`src/rtl/fx_addsub_pipe.sv`:
```
`default_nettype none
// ============================================================================
//  Module   : fx_addsub_pipe
//  Purpose  : Fixed-point adder/subtractor for mixed Q-formats. Per-sample
//             add/subtract select, binary-point alignment, round-half-up or
//             floor quantisation, saturate or wrap on overflow, and a
//             valid-tagged pipeline of LATENCY stages.
//  Ports    : i_clk, i_rst (async, active high)
//             i_valid, i_sub, i_data_1 (Q(W1-F1).F1), i_data_2 (Q(W2-F2).F2)
//             i_clr_sticky  - clears o_ovf_sticky (a simultaneous set wins)
//             o_valid, o_data (Q(WO-FO).FO), o_ovf, o_ovf_sticky
//  Revision : 1.0 - initial release
// ============================================================================
module fx_addsub_pipe #(
    parameter int W1      = 12,
    parameter int F1      = 8,
    parameter int W2      = 12,
    parameter int F2      = 10,
    parameter int WO      = 12,
    parameter int FO      = 8,
    parameter int LATENCY = 3,
    parameter int SAT     = 1,
    parameter int RND     = 1
) (
    input  logic          i_clk,
    input  logic          i_rst,
    input  logic          i_valid,
    input  logic          i_sub,
    input  logic [W1-1:0] i_data_1,
    input  logic [W2-1:0] i_data_2,
    input  logic          i_clr_sticky,
    output logic          o_valid,
    output logic [WO-1:0] o_data,
    output logic          o_ovf,
    output logic          o_ovf_sticky
);

    // Common internal format: FI fraction bits, II integer bits, plus two
    // guard bits so that the sum and the negation of the most negative
    // operand are always exact.
    localparam int c_fi = (F1 > F2) ? F1 : F2;
    localparam int c_i1 = W1 - F1;
    localparam int c_i2 = W2 - F2;
    localparam int c_ii = (c_i1 > c_i2) ? c_i1 : c_i2;
    localparam int c_ws = c_ii + c_fi + 2;

    // Quantised width: left shift grows the word, right shift keeps one
    // extra bit for the rounding carry before D bits are dropped.
    localparam int c_d  = (c_fi > FO) ? (c_fi - FO) : 0;
    localparam int c_wq = (FO >= c_fi) ? (c_ws + FO - c_fi) : (c_ws + 1 - c_d);
    // Comparison width: wide enough to hold both the quantised value and
    // the output bounds without losing sign.
    localparam int c_wc = ((c_wq > WO) ? c_wq : WO) + 1;

    localparam logic signed [c_wc-1:0] c_max = (c_wc'(1) <<< (WO - 1)) - c_wc'(1);
    localparam logic signed [c_wc-1:0] c_min = -(c_wc'(1) <<< (WO - 1));

    if (LATENCY < 2) begin : g_latency_check
        $error("fx_addsub_pipe: LATENCY must be at least 2");
    end

    // ------------------------------------------------------------------
    // Stage 1: align and add/subtract
    // ------------------------------------------------------------------
    logic signed [c_ws-1:0] w_a1;
    logic signed [c_ws-1:0] w_a2;
    logic signed [c_ws-1:0] w_op2;
    logic signed [c_ws-1:0] r_sum;
    logic                   r_v1;

    assign w_a1  = c_ws'($signed(i_data_1)) <<< (c_fi - F1);
    assign w_a2  = c_ws'($signed(i_data_2)) <<< (c_fi - F2);
    assign w_op2 = i_sub ? -w_a2 : w_a2;

    always_ff @(posedge i_clk or posedge i_rst) begin
        if (i_rst) begin
            r_v1  <= 1'b0;
            r_sum <= '0;
        end else begin
            r_v1 <= i_valid;
            if (i_valid) begin
                r_sum <= w_a1 + w_op2;
            end
        end
    end

    // ------------------------------------------------------------------
    // Quantise to FO fraction bits
    // ------------------------------------------------------------------
    logic signed [c_wq-1:0] w_q;

    if (FO >= c_fi) begin : g_quant_up
        assign w_q = c_wq'(r_sum) <<< (FO - c_fi);
    end else begin : g_quant_down
        localparam logic signed [c_ws:0] c_half =
            (RND != 0) ? ((c_ws + 1)'(1) <<< (c_d - 1)) : '0;
        logic signed [c_ws:0] w_ext;
        logic signed [c_ws:0] w_rnd;
        assign w_ext = (c_ws + 1)'(r_sum);
        assign w_rnd = w_ext + c_half;
        // Arithmetic shift floors; with the half-LSB added first this
        // becomes round-half-up.
        assign w_q   = c_wq'(w_rnd >>> c_d);
    end

    // ------------------------------------------------------------------
    // Range check and saturate / wrap
    // ------------------------------------------------------------------
    logic signed [c_wc-1:0] w_qc;
    logic                   w_ovf;
    logic [WO-1:0]          w_res;

    assign w_qc  = c_wc'(w_q);
    assign w_ovf = (w_qc > c_max) || (w_qc < c_min);

    always_comb begin
        w_res = w_qc[WO-1:0];
        if (w_ovf && (SAT != 0)) begin
            w_res = w_qc[c_wc-1] ? c_min[WO-1:0] : c_max[WO-1:0];
        end
    end

    // ------------------------------------------------------------------
    // Stage 2 result register followed by pure delay stages 3..LATENCY.
    // Data/ovf only load behind a valid so bubbles hold the last result.
    // ------------------------------------------------------------------
    logic          r_v [2:LATENCY];
    logic [WO-1:0] r_d [2:LATENCY];
    logic          r_o [2:LATENCY];

    always_ff @(posedge i_clk or posedge i_rst) begin
        if (i_rst) begin
            for (int k = 2; k <= LATENCY; k++) begin
                r_v[k] <= 1'b0;
                r_d[k] <= '0;
                r_o[k] <= 1'b0;
            end
        end else begin
            r_v[2] <= r_v1;
            if (r_v1) begin
                r_d[2] <= w_res;
                r_o[2] <= w_ovf;
            end
            for (int k = 3; k <= LATENCY; k++) begin
                r_v[k] <= r_v[k-1];
                if (r_v[k-1]) begin
                    r_d[k] <= r_d[k-1];
                    r_o[k] <= r_o[k-1];
                end
            end
        end
    end

    assign o_valid = r_v[LATENCY];
    assign o_data  = r_d[LATENCY];
    assign o_ovf   = r_o[LATENCY];

    // Sticky overflow: a set on the same edge as a clear takes priority.
    logic r_sticky;

    always_ff @(posedge i_clk or posedge i_rst) begin
        if (i_rst) begin
            r_sticky <= 1'b0;
        end else if (o_valid && o_ovf) begin
            r_sticky <= 1'b1;
        end else if (i_clr_sticky) begin
            r_sticky <= 1'b0;
        end
    end

    assign o_ovf_sticky = r_sticky;

endmodule
`default_nettype wire

```
`config.mk`:
```
export PLATFORM = sky130hd
export DESIGN_NAME = fx_addsub_pipe
export DESIGN_NICKNAME = d
export VERILOG_FILES = /design/src/rtl/fx_addsub_pipe.sv
export SDC_FILE = /design/constraint.sdc
export NUM_CORES = 1
export LEC_CHECK = 0
export CAP_MARGIN = 30
export CORE_ASPECT_RATIO = 2
export CORE_MARGIN = 10
export CORE_UTILIZATION = 45
export CTS_BUF_LIST = sky130_fd_sc_hd__clkbuf_8
export CTS_CLUSTER_SIZE = 28
export DETAILED_ROUTE_END_ITERATION = 6
export GPL_TIMING_DRIVEN = 0
export PLACE_DENSITY = 0.68
export SLEW_MARGIN = 25
export SYNTH_ARGS = -nofsm -noshare
export SYNTH_HDL_FRONTEND = slang
export SYNTH_SLANG_ARGS = --single-unit
```
`constraint.sdc`:
```
create_clock -name i_clk -period 2.3 [get_ports i_clk]
set_clock_uncertainty 0.15 [all_clocks]
set_input_delay 0.345 -clock i_clk [delete_from_list [all_inputs] [get_ports i_clk]]
set_output_delay 0.345 -clock i_clk [all_outputs]
set_load 0.02 [all_outputs]
```
==> run summary <==
sequential share of power: 37.6%
crit-path max FO: 4
largest net degree at the start of global routing: 28
hpwl dp: 6.10 mm
Die ar.: 11100 um2
failing checks: negative setup slack
r2r setup slk: 30 ps
Final Hold Fails: 0
critical path's slowest cell: or4_4
R2R depth: 5
Clock transition at path regs: 80 ps
max_cap viols: 0
final setup vio count: 9
Crit path max-delay family: simple AND/OR/NAND/NOR gates
wire per inst: 16.4 um
commonest cells in the netlist: dfrtp_1, xnor2_1, a21oi_1, nand2_1
Crit Path Class: in -> reg
Routed Antenna Nets: 0
internal power: 2.03 mW
GRT Util Overall: 14.1%
Post-CTS Hold Buffers: 0
complex-gate fraction of the synthesized area: 20.7%
Yosys Warn Count: 0
vias in the first global route: 2813
Distinct cells, synth: 53
worst stage delay on the critical path: 530 ps
Placed Area: 3750 um2
register area share after synthesis: 35.3%
Synth top area share: 35.3%
GPL Wtd Cong: 0.853
Cell Rows: 43
CTS Root Cell: clkbuf_8
post-synthesis net count: 382
Overflow after GRT: 0
global-route wire length before repair: 12.7 mm
Comb power frac: 48.1%
Clock Power Share: 14.3%
die width: 79.5 um
PortBufs: 42
Psw: 1.20 mW
Peak supply drop: 0.303 mV
Final min period: 3080 ps
clock sink count: 45
Post-Synth XOR/XNOR Area: 7.70%
HP Class: in -> async
CTS Buf Count: 5
CTS tree: done
fin area: 4330 um2
Die H: 139 um
Sw Share: 37.2%
CP required: 2370 ps
H-tree Lvls: 2
launch point of the worst reg-to-reg path: r_sum[14]
top post-synthesis cells by area: dfrtp_1, ha_1, mux2_2, xnor2_1, a21oi_1
hold_ws: 197 ps
via count: 2797
Worst-Margin Slew: 635 ps
Final Power: 3.23 mW
setup slack at placement: -1580 ps
area leader, netlist: dfrtp_1
CP cell instances: buf_8 > or4_4 > or4_4 > o31a_2 > xor2_1 > ha_1 > and2_4 > and3_4 > and3_4 > o31a_1 > o31ai_1
Synth Area in Simple Gates: 15.0%
Max-slew headroom: 57.5%
P_leak: 1.71 nW
RSZ-0062 raised after global routing: yes
Gate Count Post-Synth: 334
drt first pass iters: 4
initial antenna violation count: 0
mapped cell area: 3190 um2
status: complete, but fails checks
ys flop type: dfrtp_1
proportion of layout cells with a drive suffix above 1: 31.4%
final WL: 8.13 mm
Initial Utilization: 45.9%
nets: 452
FF-to-FF End: r_d[15]
Critical Path AT: 3150 ps
Worst Setup Slack, final: -784 ps
vias per inst: 5.65
Power Density: 746 nW/um2
diode count: 0
count leader, synth: dfrtp_1
Worst setup SP type: primary input
max frequency: 324 MHz
area delta synth->final: 35.8%
Max Slew Vio Count: 0
DR iter-0 viols: 106
Residual DRC: 0
buffer depth of the longest clock path: 2
Critical path buffers and inverters: 1
IO Count: 44
Post-synth EDFFs: 0
Fillers: 564
mux share of post-synthesis cell area: 8.01%
main combinational cell family by area after synthesis: compound AO/OA/AOI/OAI gates
post-layout util: 62.4%
Seq cells post-synth: 45
clk_lat worst skew: 300 ps
Crit. End Element: flop
crit path launch: i_data_2[4]
Core ar.: 6940 um2
Async SR Flop Fraction: 100%
Post-Synth Adder-Cell Area: 7.70%
syn avg cell area: 9.54 um2
Final Cycle Share: 134%
[what timing repair did]
item / 4_1_cts / 5_1_grt
cloned: 0 / 1
pin swaps: 25 / 20
endpoints found under the setup margin: 23 / 22
buffers inserted: 19 / 2
resized for setup: 84 / 32
[cell type report]
class	count	area [um2]	share of cell area, %
Buffer	25	160	3.70
Clock buffer	5	68.8	1.59
Clock inverter	3	11.3	0.260
Inverter	8	30.0	0.694
Multi-Input combinational cell	255	2220	51.3
Sequential cell	45	1130	26.0
Tap cell	90	113	2.60
Timing Repair Buffer	64	598	13.8
[metrics by stage]
stage               std cells  setup TNS (ps)
finish                    495           -5590
global route              495           -6280
CTS                       494           -5910
detailed placement        467          -15910
global placement          466          -19160
floorplan                 334           -5350
[cell usage in the layout, fill, tap and decap left out, drive strengths merged, types with 4 or more instances in the layout]
master,count
clkdlybuf4s50,35
o311ai,15
buf,45
nor3,5
o21ai,18
a21o,6
nand3,10
xnor2,25
ha,18
nand2,21
or4,4
a21oi,21
a31oi,5
inv,11
mux2,20
nand3b,4
clkbuf,13
dfrtp,45
nor2,20
a211oi,4
nand4,6
[flip-flops by register name (all words and copies together), names as in the netlist]
signal,count
o_data,12
o_valid,1
r_v,1
r_v1,1
o_ovf,1
o_ovf_sticky,1
r_d,12
r_o,1
r_sum,15
[power by group through the flow]
stage | combinational, mW | sequential (mW) | clock (mW)
after floorplan | 0.916 | 1.16 | 0
after global placement | 1.29 | 1.19 | 0
after detailed placement | 1.31 | 1.20 | 0
after CTS | 1.49 | 1.18 | 0.475
after global routing | 1.67 | 1.25 | 0.511
final | 1.55 | 1.22 | 0.462
[routing by layer]
metal / part of all wire (%) / routed length [um] / track usage [%]
met2: 60 / 4860 / 29.1
met1: 34 / 2740 / 11.5
met5: 0 / 0 / 0
met3: 3.4 / 273 / 2.47
met4: 3.1 / 255 / 7.12
[how the worst max path moves through the flow]
stage / endpoint / slack (ps) / cells past startpoint
after CTS: r_sum[15] / -840 / 12
after detailed placement: r_sum[15] / -1580 / 11
final: r_sum[13] / -780 / 11
after global routing: r_sum[13] / -880 / 12
after floorplan: r_sum[13] / -970 / 10
after global placement: r_sum[13] / -1570 / 11
[kinds of logic (layout without fill, tap and decap cells)]
family                   count (synthesis)  count (layout)
AO/OA/AOI/OAI                           93              94
XOR/XNOR                                28              28
adder cells (fa/ha/maj)                 19              19
buffers and inverters                   35             105
flip-flops                              45              45
multiplexers                            23              23
AND/OR/NAND/NOR                         91              91
Power figures use the tool's default switching activity.
